[src/rtl/watch_set_ctrl.sv]
// Watch front-end: 1 Hz prescaler, button sync/debounce, mode FSM and
// set-time pulse generation with press-and-hold auto-repeat.
module watch_set_ctrl #(
    parameter int unsigned CLK_HZ          = 50000000,
    parameter int unsigned DEBOUNCE_CYCLES = 500000,
    parameter int unsigned REPEAT_DELAY    = 25000000,
    parameter int unsigned REPEAT_PERIOD   = 5000000
) (
    input  logic       Clk,
    input  logic       reset,
    input  logic       btn_mode,
    input  logic       btn_up,
    input  logic       btn_down,
    output logic       Clk_1sec,
    output logic       clock_enable,
    output logic [1:0] set_state,
    output logic       min_inc,
    output logic       min_dec,
    output logic       hour_inc,
    output logic       hour_dec
);

    localparam int unsigned PS_W     = (CLK_HZ > 2) ? $clog2(CLK_HZ) : 1;
    localparam int unsigned DB_W     = $clog2(DEBOUNCE_CYCLES);
    localparam int unsigned HOLD_MAX = (REPEAT_DELAY > REPEAT_PERIOD) ? REPEAT_DELAY : REPEAT_PERIOD;
    localparam int unsigned HOLD_W   = $clog2(HOLD_MAX + 1);

    typedef enum logic [1:0] {
        ST_TIME      = 2'd0,
        ST_SET_HOUR  = 2'd1,
        ST_SET_MIN   = 2'd2,
        ST_STOPWATCH = 2'd3
    } state_e;

    // Button bit order everywhere: [0] mode, [1] up, [2] down.
    logic [2:0]        sync1_q, sync1_d, sync2_q, sync2_d;
    logic [2:0]        deb_q, deb_d, deb_prev_q, deb_prev_d;
    logic [DB_W-1:0]   db_cnt_q [3];
    logic [DB_W-1:0]   db_cnt_d [3];
    logic              mode_press_q, mode_press_d;
    state_e            state_q, state_d;
    logic [HOLD_W-1:0] hold_cnt_q [2];
    logic [HOLD_W-1:0] hold_cnt_d [2];
    logic [1:0]        rep_q, rep_d;
    logic [PS_W-1:0]   ps_cnt_q, ps_cnt_d;
    logic              clk_1sec_q, clk_1sec_d;
    logic              clock_enable_q, clock_enable_d;
    logic              hour_inc_q, hour_inc_d, hour_dec_q, hour_dec_d;
    logic              min_inc_q, min_inc_d, min_dec_q, min_dec_d;

    logic [2:0]        press_c;
    logic [1:0]        fire_c;
    logic              in_set_c, both_c, freeze_c;

    always_comb begin
        sync1_d        = {btn_down, btn_up, btn_mode};
        sync2_d        = sync1_q;
        deb_d          = deb_q;
        deb_prev_d     = deb_q;
        state_d        = state_q;
        rep_d          = rep_q;
        fire_c         = 2'b00;
        hour_inc_d     = 1'b0;
        hour_dec_d     = 1'b0;
        min_inc_d      = 1'b0;
        min_dec_d      = 1'b0;
        for (int i = 0; i < 3; i++) db_cnt_d[i] = '0;
        for (int k = 0; k < 2; k++) hold_cnt_d[k] = hold_cnt_q[k];

        // A new level is accepted only after DEBOUNCE_CYCLES differing samples in a row.
        for (int i = 0; i < 3; i++) begin
            if (sync2_q[i] != deb_q[i]) begin
                if (db_cnt_q[i] == DB_W'(DEBOUNCE_CYCLES - 1)) begin
                    deb_d[i] = sync2_q[i];
                end else begin
                    db_cnt_d[i] = db_cnt_q[i] + DB_W'(1);
                end
            end
        end

        press_c      = deb_q & ~deb_prev_q;
        mode_press_d = press_c[0];

        if (mode_press_q) begin
            case (state_q)
                ST_TIME:     state_d = ST_SET_HOUR;
                ST_SET_HOUR: state_d = ST_SET_MIN;
                ST_SET_MIN:  state_d = ST_STOPWATCH;
                default:     state_d = ST_TIME;
            endcase
        end

        in_set_c = (state_q == ST_SET_HOUR) || (state_q == ST_SET_MIN);
        both_c   = deb_q[1] & deb_q[2];

        // Hold counter k counts cycles since the last pulse of its button.
        for (int k = 0; k < 2; k++) begin
            if (!in_set_c || both_c || press_c[0] || !deb_q[k+1]) begin
                hold_cnt_d[k] = '0;
                rep_d[k]      = 1'b0;
            end else if (press_c[k+1]) begin
                fire_c[k]     = 1'b1;
                hold_cnt_d[k] = HOLD_W'(1);
                rep_d[k]      = 1'b0;
            end else if (hold_cnt_q[k] != '0) begin
                if (hold_cnt_q[k] == (rep_q[k] ? HOLD_W'(REPEAT_PERIOD) : HOLD_W'(REPEAT_DELAY))) begin
                    fire_c[k]     = 1'b1;
                    hold_cnt_d[k] = HOLD_W'(1);
                    rep_d[k]      = 1'b1;
                end else begin
                    hold_cnt_d[k] = hold_cnt_q[k] + HOLD_W'(1);
                end
            end
        end

        hour_inc_d = fire_c[0] && (state_q == ST_SET_HOUR);
        hour_dec_d = fire_c[1] && (state_q == ST_SET_HOUR);
        min_inc_d  = fire_c[0] && (state_q == ST_SET_MIN);
        min_dec_d  = fire_c[1] && (state_q == ST_SET_MIN);

        // Frozen while either side of the edge is a SET state, so the 1 Hz
        // output restarts high on the first edge after leaving it.
        freeze_c = in_set_c || (state_d == ST_SET_HOUR) || (state_d == ST_SET_MIN);
        if (freeze_c) begin
            ps_cnt_d   = '0;
            clk_1sec_d = 1'b0;
        end else begin
            ps_cnt_d   = (ps_cnt_q == PS_W'(CLK_HZ - 1)) ? '0 : ps_cnt_q + PS_W'(1);
            clk_1sec_d = (ps_cnt_q < PS_W'(CLK_HZ / 2));
        end

        clock_enable_d = (state_d != ST_STOPWATCH);
    end

    always_ff @(posedge Clk) begin
        if (reset) begin
            sync1_q        <= '0;
            sync2_q        <= '0;
            deb_q          <= '0;
            deb_prev_q     <= '0;
            mode_press_q   <= 1'b0;
            state_q        <= ST_TIME;
            rep_q          <= '0;
            ps_cnt_q       <= '0;
            clk_1sec_q     <= 1'b0;
            clock_enable_q <= 1'b1;
            hour_inc_q     <= 1'b0;
            hour_dec_q     <= 1'b0;
            min_inc_q      <= 1'b0;
            min_dec_q      <= 1'b0;
            for (int i = 0; i < 3; i++) db_cnt_q[i] <= '0;
            for (int k = 0; k < 2; k++) hold_cnt_q[k] <= '0;
        end else begin
            sync1_q        <= sync1_d;
            sync2_q        <= sync2_d;
            deb_q          <= deb_d;
            deb_prev_q     <= deb_prev_d;
            mode_press_q   <= mode_press_d;
            state_q        <= state_d;
            rep_q          <= rep_d;
            ps_cnt_q       <= ps_cnt_d;
            clk_1sec_q     <= clk_1sec_d;
            clock_enable_q <= clock_enable_d;
            hour_inc_q     <= hour_inc_d;
            hour_dec_q     <= hour_dec_d;
            min_inc_q      <= min_inc_d;
            min_dec_q      <= min_dec_d;
            for (int i = 0; i < 3; i++) db_cnt_q[i] <= db_cnt_d[i];
            for (int k = 0; k < 2; k++) hold_cnt_q[k] <= hold_cnt_d[k];
        end
    end

    assign Clk_1sec     = clk_1sec_q;
    assign clock_enable = clock_enable_q;
    assign set_state    = state_q;
    assign hour_inc     = hour_inc_q;
    assign hour_dec     = hour_dec_q;
    assign min_inc      = min_inc_q;
    assign min_dec      = min_dec_q;

endmodule

[config.mk]
export PLATFORM = sky130hd
export DESIGN_NAME = watch_set_ctrl
export DESIGN_NICKNAME = d
export VERILOG_FILES = /design/src/rtl/watch_set_ctrl.sv
export SDC_FILE = /design/constraint.sdc
export NUM_CORES = 1
export LEC_CHECK = 0
export CORE_MARGIN = 2
export CORE_UTILIZATION = 45
export CTS_CLUSTER_SIZE = 12
export DETAILED_ROUTE_END_ITERATION = 8
export PLACE_DENSITY = 0.64
export SLEW_MARGIN = 10
export SYNTH_ARGS = -nofsm -noshare
export SYNTH_HDL_FRONTEND = slang
export SYNTH_SLANG_ARGS = --single-unit
[constraint.sdc]
create_clock -name Clk -period 2.28 [get_ports Clk]
set_input_delay 0.456 -clock Clk [delete_from_list [all_inputs] [get_ports Clk]]
set_output_delay 0.456 -clock Clk [all_outputs]
set_load 0.005 [all_outputs]
**Word-level counts from Yosys, hierarchy flattened**

Memory sizes are Yosys's and may differ from the RTL's.
Cells that the tools add are included.

- Memories: 2
- Bits in writable memories: 107
- Output and inout port bits: 8
- Logic and storage cells: 108
- Register bits: 49
- Input bits: 5

Memory list:

| memory | depth | width | read ports | clocked after memory_dff | write ports | line | source |
|---|---|---|---|---|---|---|---|
| db_cnt_q | 3 | 19 | 3 | 0 | 3 | 38 | `logic [DB_W-1:0] db_cnt_q [3];` |
| hold_cnt_q | 2 | 25 | 2 | 0 | 2 | 42 | `logic [HOLD_W-1:0] hold_cnt_q [2];` |

- Muxes and demuxes: 34
- $add $sub $neg: 6
- Bitwise logic cells: 8
- $lt $le $gt $ge: 1
- Eq/ne operators: 14
- Reductions and logical operators: 26

Operators by type and width:

| cell | count |
|---|---|
| 25-bit 2-to-1 mux | 12 |
| 19-bit 2-to-1 mux | 9 |
| 19-bit by 1-bit adder with 19-bit output, second input constant | 3 |
| 19-bit == test, second input constant | 3 |
| 25-bit by 1-bit adder with 25-bit output, second input constant | 2 |
| 25-bit == test | 2 |
| 25-bit nonzero test | 2 |
| 26-bit by 1-bit adder with 26-bit output, second input constant | 1 |
| 26-bit == test, second input constant | 1 |
| 26-bit by 25-bit < comparator with 1-bit output, second input constant | 1 |
| 1-bit 2-to-1 mux | 11 |
| 2-bit AND reduction | 5 |
| 3-bit OR reduction | 3 |
| 1-bit logical OR | 7 |
| 2-bit one-hot mux with 3 select lines | 1 |
| 1-bit OR | 5 |
| 2-bit by 1-bit == test with 1-bit output, second input constant | 2 |
| 2-bit == test, second input constant | 2 |
| 1-bit logical AND | 4 |
| 3-bit AND | 1 |
| 1-bit zero test | 3 |
| 1-bit inequality test | 3 |
| 3-bit inverter | 1 |
| 2-bit zero test | 1 |
| 4 further kinds | 4 |

**Logic depth before layout (Yosys ltp)**

Gate-level depths: netlist (run 1).

- Depth in word-level cells: 8
- Mapped depth: 7
- Depth with buffers taken out: 6

**Least setup slack after synthesis (run 1)**

Ideal clock, no wire load.

- Kind: flip-flop to flip-flop
- Start point: memory hold_cnt_q[0][0] (netlist bit)
- End point: memory hold_cnt_q[0][24] (netlist bit)
- Data required time: 2.212 ns
- Clock period less this slack: 2.172 ns
- Arrival: 2.104 ns
- Buffers on the path: 1
- Library setup time: 0.068 ns
- Stages on the path, launching flop included: 8
- Slack: 0.108 ns
- Path through: dfxtp_1 ha_1 nand2_1 or3_1 buf_6 or4_4 or3_1 a21oi_2

RTL lines:

| item | line |
|---|---|
| start: declaration | 42 |

==> results of run 1 <==
## Yosys cell counts, types with 2 or more instances
| master | number | area, um2 |
|---|---|---|
| nand4b_1 | 3 | 26.3 |
| nor3b_1 | 4 | 30.0 |
| nor4_1 | 17 | 106 |
| or2_2 | 6 | 37.5 |
| nand2b_1 | 6 | 37.5 |
| ha_1 | 10 | 125 |
| nor3_1 | 21 | 105 |
| nand3_2 | 2 | 20.0 |
| nand3_1 | 47 | 235 |
| and4_1 | 7 | 61.3 |
| o21ai_0 | 5 | 25.0 |
| inv_1 | 30 | 113 |
| dfxtp_1 | 156 | 3120 |
| xnor2_1 | 68 | 596 |
| and2_1 | 2 | 12.5 |
| clkbuf_1 | 16 | 60.1 |
| nand4_1 | 31 | 194 |
| o31ai_1 | 2 | 15.0 |
| and3_1 | 15 | 93.8 |
| buf_2 | 2 | 10.0 |
| nor2_1 | 175 | 657 |
| o21a_1 | 3 | 22.5 |
| a2111o_1 | 2 | 22.5 |
| a21oi_1 | 11 | 55.1 |
| or3_1 | 6 | 37.5 |
| nand2_1 | 53 | 199 |
| xor2_1 | 56 | 490 |
| or4_1 | 8 | 60.1 |
| nand3b_1 | 5 | 37.5 |
| nor2b_1 | 7 | 43.8 |
| mux2i_1 | 3 | 30.0 |
| nor4b_1 | 4 | 35.0 |
## final timing paths
kind,start,endpoint,slack (ps),cells past startpoint
min reg2reg,sync1_q[2],sync2_q[2],440,1
max reg2reg,hold_cnt_q[0][1],hold_cnt_q[0][24],140,6
min,sync1_q[2],sync2_q[2],440,1
max,hold_cnt_q[0][1],hold_cnt_q[0][24],140,6
## report_power, final
part	leakage, nW	internal [W]	switching (W)
combinational	0.940	0.0000259	0.0000293
sequential	1.26	0.00274	0.00000747
clock	0.314	0.00190	0.00111
## layout make-up
cell class,instances,area [um2],area share (%)
sequential,156,3120,39.7
multi-input combinational,588,3500,44.5
tap,184,230,2.93
timing repair buffer,28,253,3.22
clock inverter,13,186,2.37
clock buffer,19,453,5.76
inverter,30,113,1.43
## routing by layer
| metal | up-vias | GRT usage (%) | wire [um] |
|---|---|---|---|
| met5 | - | 0 | 0 |
| met4 | 0 | 6.01 | 197 |
| met3 | 22 | 4.65 | 430 |
| met2 | 73 | 27.2 | 5770 |
| met1 | 2444 | 21.6 | 6190 |
| li1 | 2713 | - | - |
## flip-flops by register name, summed over array words and instances, names as in the netlist
| name | flops |
|---|---|
| Clk_1sec | 1 |
| clock_enable | 1 |
| db_cnt_q | 57 |
| deb_prev_d | 3 |
| deb_prev_q | 3 |
| hold_cnt_q | 50 |
| hour_dec | 1 |
| hour_inc | 1 |
| min_dec | 1 |
| min_inc | 1 |
| mode_press_q | 1 |
| ps_cnt_q | 26 |
| rep_q | 2 |
| set_state | 2 |
| sync1_q | 3 |
| sync2_q | 3 |
## cells by family after synthesis
logic type / Yosys count / share of synthesized area (%)
XOR/XNOR: 124 / 15.9
AO/OA/AOI/OAI: 28 / 2.66
buffers and inverters: 49 / 2.85
AND/OR/NAND/NOR: 422 / 30.2
multiplexers: 4 / 0.606
adder cells (fa/ha/maj): 10 / 1.84
flip-flops: 156 / 45.9
## placed cells by master, fill, tap and decap left out, types with 5 or more instances in the layout
cell / synthesis / routed
a21oi_1: 11 / 11
and3_1: 15 / 15
and4_1: 7 / 7
buf_4: 0 / 15
clkbuf_16: 0 / 17
clkdlybuf4s50_1: 0 / 12
dfxtp_1: 156 / 155
ha_1: 10 / 10
inv_1: 30 / 30
nand2_1: 53 / 53
nand2b_1: 6 / 6
nand3_1: 47 / 47
nand3b_1: 5 / 5
nand4_1: 31 / 31
nor2_1: 175 / 175
nor2b_1: 7 / 7
nor3_1: 21 / 21
nor4_1: 17 / 17
o21ai_0: 5 / 5
or2_2: 6 / 6
or3_1: 6 / 6
or4_1: 8 / 8
xnor2_1: 68 / 68
xor2_1: 56 / 56
## stage by stage
step	cell area, um2	total power (W)
after CTS	7850	0.00589
after floorplan	6810	0.00284
after global routing	7860	0.00601
after global placement	7210	0.00286
final	7860	0.00581
after detailed placement	7210	0.00286
## critical path: cells and delay by family, from the launching register on
kind	cells	cell delay, ps
and+or+nand+nor	4	1380
AOI/OAI and AO/OA	1	130
adders and majority gates	1	200
DFF	1	360
## timing repair
action,CTS,global route
hold endpoints to repair,0,0
endpoints found under the setup margin,0,24
gates resized for setup,0,2
==> flow_summary.json, run 1 <==
{
  "n_antenna_cell": 0,
  "clock_latency_ps": 420,
  "syn2layout_area_growth_pct": 15.4,
  "crit_arrival_ps": 2490,
  "via_per_inst": 5.16,
  "synth-seq-area-share_pct": 45.9,
  "skew_ps": 6.55,
  "crit_chain": "ha_1, nand2_1, or3_1, or4_4, or3_1, a21oi_2",
  "p_leak_nw": 2.51,
  "antenna_found_initial": 0,
  "crit_slowest_cell": "or4_4",
  "timing.fmax_ghz": 0.467,
  "max_slew_margin_pct": 62.9,
  "pre_cts_ws_ps": 16.0,
  "setup_tns_ps": 0,
  "powerDensity_nw_per_um2": 739,
  "grt_pass1_vias": 5085,
  "finalWeightedCongestion": 0.832,
  "grt_pass1_wl_mm": 22.4,
  "clkTransAtPathRegs_ps": 60,
  "io_pins": 13,
  "drt-wirelength-per-cell_um": 12.4,
  "cts_sinks": 156,
  "period_share_pct": 94.0,
  "cp-end-kind": "flip-flop",
  "cts-buffers-inserted": 17,
  "dp_cells": 986,
  "synth_edf_count": 0,
  "syn_inst": 793,
  "chipHeight_um": 127,
  "synthesis.area_um2": 6810,
  "grt.total_usage_pct": 16.8,
  "tritoncts": "done",
  "hp-class": "flip-flop to flip-flop",
  "post-cts-setup-buffers": 0,
  "synthFlopType": "dfxtp_1",
  "status": "finished clean",
  "coreArea_um2": 14600,
  "min_period_ps": 2140,
  "vias": 5252,
  "critical_path_class": "flip-flop to flip-flop",
  "synth_nets": 808,
  "port_buffers": 12,
  "drc": 0,
  "avgSynthCellArea_um2": 8.59,
  "start_util_pct": 46.5,
  "cts_buffer_depth": 2,
  "worst_pin_slew_ps": 551,
  "post-dp-hpwl_mm": 8.97,
  "ys_types": 42,
  "drtPass1Iterations": 5,
  "synthArstFlopShare_pct": 0,
  "final_util_pct": 53.7,
  "num_rows": 44,
  "start_kind": "flip-flop",
  "htree_levels": 4,
  "wl_mm": 12.6,
  "cap_viol_max_count": 0,
  "worst_slack_ps": 138,
  "root_buffer": "clkbuf_16",
  "ant_nets": 0,
  "fin_cells": 1018,
  "slew_viol_final": 0,
  "ys_seq_elements": 156,
  "hold_ws_ps": 443,
  "cp_max_fo": 4,
  "postCtsHoldBufs": 0,
  "die_x_um": 127,
  "layout-drive-gt1-share_pct": 7.31,
  "slowest_delay_ps": 540,
  "rsz0062_at_grt": "false",
  "die-area_um2": 16100,
  "cpMostUsedCell": "or3_1",
  "ir_drop_mv": 0.604,
  "setup_viol": 0,
  "synth_warnings": 0,
  "grt_overflow": 0,
  "fill_cells": 1344,
  "finalHoldViolations": 0,
  "required_ps": 2630,
  "drt_iter0_markers": 232,
  "finalNetCount": 836,
  "grt_max_degree": 24
}
(Power assumes the default switching activity.)
==> inputs of run 2 (changes only) <==
--- a/config.mk
+++ b/config.mk
@@ -9,7 +9,9 @@
 export CORE_UTILIZATION = 45
 export CTS_CLUSTER_SIZE = 12
 export DETAILED_ROUTE_END_ITERATION = 8
-export PLACE_DENSITY = 0.64
+export DONT_BUFFER_PORTS = 1
+export MAX_ROUTING_LAYER = met4
+export PLACE_DENSITY = 0.61
 export SLEW_MARGIN = 10
 export SYNTH_ARGS = -nofsm -noshare
 export SYNTH_HDL_FRONTEND = slang
==> constraint.sdc (replaced) <==
create_clock -name Clk -period 2.2 [get_ports Clk]
set_input_delay 0.44 -clock Clk [delete_from_list [all_inputs] [get_ports Clk]]
set_output_delay 0.44 -clock Clk [all_outputs]
set_load 0.005 [all_outputs]
==> run 2 against run 1 <==
Against the previous run:
- critical endpoint is now hold_cnt_q[0][35]
- clock power barely moved
- clock-buffer cell count is 3 higher
- register-to-register slack got worse by 40 ps
- largest cell class unchanged
- maximum frequency is 1.9% higher
==> flow_summary.json, run 2 (synthesized netlist as in run 1, its figures left out) <==
{
  "status": "finished clean",
  "p_leak_nw": 2.47,
  "ant_nets": 0,
  "root_buffer": "clkbuf_16",
  "via_per_inst": 5.21,
  "crit_chain": "or2_2, or4_1, a2111o_1, nand3_2, buf_12, a21oi_1",
  "n_antenna_cell": 0,
  "drc": 0,
  "r2r_cells": 6,
  "cts_buffer_depth": 2,
  "slowest_delay_ps": 500,
  "final_common_cell": "nor2_1",
  "layout_common_cells": "nor2_1, dfxtp_1, xnor2_1",
  "dp_cells": 977,
  "grt_max_degree": 24,
  "pre_cts_ws_ps": 99.8,
  "drt_iter0_markers": 276,
  "cp-end-kind": "flip-flop",
  "hold_depth": 1,
  "cp_max_fo": 23,
  "hold_ws_ps": 84.8,
  "tritoncts": "done",
  "coreArea_um2": 14600,
  "postCtsHoldBufs": 0,
  "finalHoldViolations": 0,
  "reg.largest.list": "db_cnt_q x57, hold_cnt_q x50, ps_cnt_q x26",
  "cp.buffers_inverters": 1,
  "skew_ps": 9.18,
  "grt_overflow": 0,
  "post-dp-hpwl_mm": 9.16,
  "worst_pin_slew_ps": 535,
  "powerDensity_nw_per_um2": 760,
  "clock_latency_ps": 420,
  "finalNetCount": 827,
  "grt_pass1_vias": 5178,
  "hp-class": "primary input to flip-flop",
  "drt-wirelength-per-cell_um": 12.9,
  "regMostFlops": "db_cnt_q",
  "fin_cells": 1009,
  "layout-drive-gt1-share_pct": 7.76,
  "finalWeightedCongestion": 0.864,
  "max_slew_margin_pct": 64.0,
  "cp_num_cells": 6,
  "wl_mm": 13.0,
  "clkTransAtPathRegs_ps": 60,
  "period_share_pct": 95.6,
  "worst_slack_ps": 97.6,
  "die_x_um": 127,
  "required_ps": 2500,
  "syn2layout_area_growth_pct": 13.8,
  "cts_sinks": 156,
  "vias": 5253,
  "min_period_ps": 2100,
  "start_util_pct": 46.5,
  "largest_reg_flops": 57,
  "timing.fmax_ghz": 0.476,
  "critPathTopFamily": "simple AND/OR/NAND/NOR gates",
  "crit_slowest_cell": "or4_1",
  "antenna_found_initial": 0,
  "ir_drop_mv": 0.509,
  "crit_arrival_ps": 2400,
  "fill_cells": 1337,
  "slew_viol_final": 0,
  "setup_viol": 0,
  "port_buffers": 0,
  "start_kind": "flip-flop",
  "grt.total_usage_pct": 17.8,
  "grt_pass1_wl_mm": 23.0,
  "critical_path_class": "flip-flop to flip-flop",
  "htree_levels": 4,
  "cts-buffers-inserted": 17,
  "rsz0062_at_grt": "false",
  "setup_tns_ps": 0,
  "drtPass1Iterations": 5,
  "io_pins": 13,
  "die-area_um2": 16100,
  "chipHeight_um": 127,
  "cap_viol_max_count": 0,
  "num_rows": 44
}
## run 2: area by class of cell
class | count | area (um2) | share of cell area, %
clock inverters | 10 | 138 | 1.78
inverters | 30 | 113 | 1.45
multi-input cells | 588 | 3500 | 45.2
well taps | 184 | 230 | 2.97
flip-flops and latches | 156 | 3120 | 40.3
repair buffers | 19 | 168 | 2.16
clock buffers | 22 | 474 | 6.12
## run 2: worst paths after layout
kind,start,end,slack [ps]
max,hold_cnt_q[0][34],hold_cnt_q[0][35],100
min,reset,sync1_q[1],80
min reg2reg,sync1_q[2],sync2_q[2],430
max reg2reg,hold_cnt_q[0][34],hold_cnt_q[0][35],100
## run 2: worst register-to-register path, delay by kind of cell (launching register included)
kind	cells	cell delay [ps]
AO/OA/AOI/OAI	2	560
buffers and inverters	1	160
flip-flops	1	340
AND/OR/NAND/NOR	3	920
## run 2: through the flow
step | utilization, % | power, W | instance area, um2
global placement | 48.7 | 0.00295 | 7130
floorplan | - | 0.00294 | 6810
finish | 52.9 | 0.00589 | 7750
detailed placement | 48.7 | 0.00295 | 7130
global route | 52.9 | 0.00610 | 7750
CTS | 52.8 | 0.00595 | 7740
## run 2: power breakdown
| part | internal [W] | total (W) | switching (W) |
|---|---|---|---|
| logic | 0.0000161 | 0.0000404 | 0.0000242 |
| clock network | 0.00187 | 0.00300 | 0.00113 |
| registers | 0.00284 | 0.00285 | 0.00000789 |
## run 2: timing repair
item,4_1_cts,5_1_grt
resized for setup,0,3
buffers inserted,0,0
endpoints found under the setup margin,0,12
## run 2: per-layer routing
layer / vias to the layer above / routed length, um / GRT usage, %
li1: 2703 / - / -
met1: 2495 / 6230 / 20.9
met2: 42 / 6290 / 29.9
met3: 13 / 289 / 4.31
met4: 0 / 166 / 6.46
met5: - / 0 / -
==> inputs of run 3 (changes only) <==
--- a/config.mk
+++ b/config.mk
@@ -10,6 +10,7 @@
 export CTS_CLUSTER_SIZE = 12
 export DETAILED_ROUTE_END_ITERATION = 8
 export DONT_BUFFER_PORTS = 1
+export HOLD_SLACK_MARGIN = 0.05
 export MAX_ROUTING_LAYER = met4
 export PLACE_DENSITY = 0.61
 export SLEW_MARGIN = 10
==> constraint.sdc (replaced) <==
create_clock -name Clk -period 2.3 [get_ports Clk]
set_input_delay 0.46 -clock Clk [delete_from_list [all_inputs] [get_ports Clk]]
set_output_delay 0.46 -clock Clk [all_outputs]
set_load 0.005 [all_outputs]
==> run 3 against run 2 <==
Against the previous run:
- first-iteration DRC count rose by 31%
- worst hold slack improved by 27 ps
- final cell count fell by 0.69%
- sequential cell count did not move
- non-clock buffer count fell by 6
- via count fell by 0.34%
- critical endpoint is now hold_cnt_q[0][24]
- sequential share of layout area rose by 0.38 points
- highest routed layer unchanged
- clock skew fell by 0.84 ps
- sequential power fell by 5%
- worst setup slack improved by 24 ps
- maximum frequency fell by 3.5%
- critical path depth did not move
==> flow_summary.json, run 3 (synthesized netlist as in run 1, its figures left out) <==
{
  "status": "finished clean",
  "htree_levels": 4,
  "setup_tns_ps": 0,
  "cp.buffers_inverters": 0,
  "p_leak_nw": 2.43,
  "p_switching_w": 0.00114,
  "regMostFlops": "db_cnt_q",
  "tritoncts": "done",
  "setup_viol": 0,
  "n_antenna_cell": 0,
  "cts_resized": 0,
  "combPwrFrac_pct": 0.7,
  "drt-wirelength-per-cell_um": 12.6,
  "critPathTopFamily": "simple AND/OR/NAND/NOR gates",
  "grt.total_usage_pct": 17.2,
  "cpMostUsedCell": "or3_1",
  "antenna_found_initial": 0,
  "clock_latency_ps": 420,
  "cp_max_fo": 4,
  "postCtsHoldBufs": 0,
  "start_util_pct": 46.5,
  "layout-drive-gt1-share_pct": 6.85,
  "start_kind": "flip-flop",
  "powerDensity_nw_per_um2": 721,
  "clkTransAtPathRegs_ps": 60,
  "wl_mm": 12.6,
  "vias": 5235,
  "cts_buffer_depth": 2,
  "num_rows": 44,
  "die-area_um2": 16100,
  "slew_viol_final": 0,
  "max_slew_margin_pct": 64.7,
  "via_per_inst": 5.22,
  "port_buffers": 0,
  "grt_pass1_vias": 5050,
  "crit_chain": "ha_1, nand2_1, or3_1, or4_4, or3_1, a21oi_2",
  "clkPwrFrac_pct": 50.1,
  "required_ps": 2650,
  "layout_common_cells": "nor2_1, dfxtp_1, xnor2_1",
  "reg.largest.list": "db_cnt_q x57, hold_cnt_q x50, ps_cnt_q x26",
  "grt_overflow": 0,
  "internal-power_w": 0.00439,
  "chipHeight_um": 127,
  "timing.fmax_ghz": 0.459,
  "drtPass1Iterations": 4,
  "syn2layout_area_growth_pct": 12.7,
  "power_frac_seq_pct": 49.2,
  "min_period_ps": 2180,
  "crit_slowest_cell": "or4_4",
  "final_util_pct": 52.4,
  "cts-buffers-inserted": 17,
  "finalWeightedCongestion": 0.808,
  "drt_iter0_markers": 362,
  "rsz0062_at_grt": "false",
  "switching_share_pct": 20.6,
  "io_pins": 13,
  "root_buffer": "clkbuf_16",
  "ir_drop_mv": 0.520,
  "ant_nets": 0,
  "period_share_pct": 94.7,
  "post-dp-hpwl_mm": 8.91,
  "drc": 0,
  "slowest_delay_ps": 550,
  "grt_max_degree": 24,
  "cp-end-kind": "flip-flop",
  "worst_pin_slew_ps": 524,
  "cts_sinks": 156,
  "skew_ps": 8.34,
  "final_common_cell": "nor2_1",
  "crit_arrival_ps": 2530,
  "finalNetCount": 821,
  "grt_pass1_wl_mm": 22.3,
  "hp-class": "primary input to flip-flop",
  "post-cts-setup-buffers": 0,
  "die_x_um": 127,
  "largest_reg_flops": 57,
  "finalHoldViolations": 0,
  "cap_viol_max_count": 0,
  "coreArea_um2": 14600,
  "critical_path_class": "flip-flop to flip-flop"
}
## run 3: metal layers
metal,GRT usage (%),vias up,routed length [um]
li1,-,2685,-
met1,21.7,2482,6270
met2,26.8,52,5820
met3,4.27,16,350
met4,6.40,0,140
met5,-,-,0
## run 3: worst paths after layout
path,start,endpoint,slack [ps],cells past startpoint
worst min register to register,sync1_q[2],sync2_q[2],450,1
worst max-delay path,hold_cnt_q[0][0],hold_cnt_q[0][24],120,6
worst min-delay path,reset,sync1_q[1],110,1
worst max register to register,hold_cnt_q[0][0],hold_cnt_q[0][24],120,6
## run 3: cell type report
cell class,instances,area (um2)
clock buffer,19,453
clock inverter,12,139
fill,1311,6970
inverter,30,113
multi-input combinational,588,3490
sequential,156,3120
tap,184,230
timing repair buffer,13,123
## run 3: power by group through the flow
stage	combinational (W)	sequential [W]	clock, W
global route	0.0000442	0.00272	0.00296
CTS	0.0000399	0.00272	0.00284
detailed placement	0.0000400	0.00278	0
global placement	0.0000378	0.00278	0
floorplan	0.0000330	0.00278	0
finish	0.0000391	0.00272	0.00277
## run 3: per-stage QoR
step | power (W) | cell area (um2) | setup WS (ps) | hold slack (ps) | instances
3_3_place_gp | 0.00282 | 7080 | 202 | 424 | 971
4_1_cts | 0.00560 | 7670 | 124 | 89.4 | 1002
5_1_grt | 0.00573 | 7670 | 17.3 | 89.6 | 1002
2_1_floorplan | 0.00281 | 6810 | 128 | 414 | 793
3_5_place_dp | 0.00282 | 7080 | 144 | 438 | 971
6_report | 0.00553 | 7670 | 122 | 112 | 1002
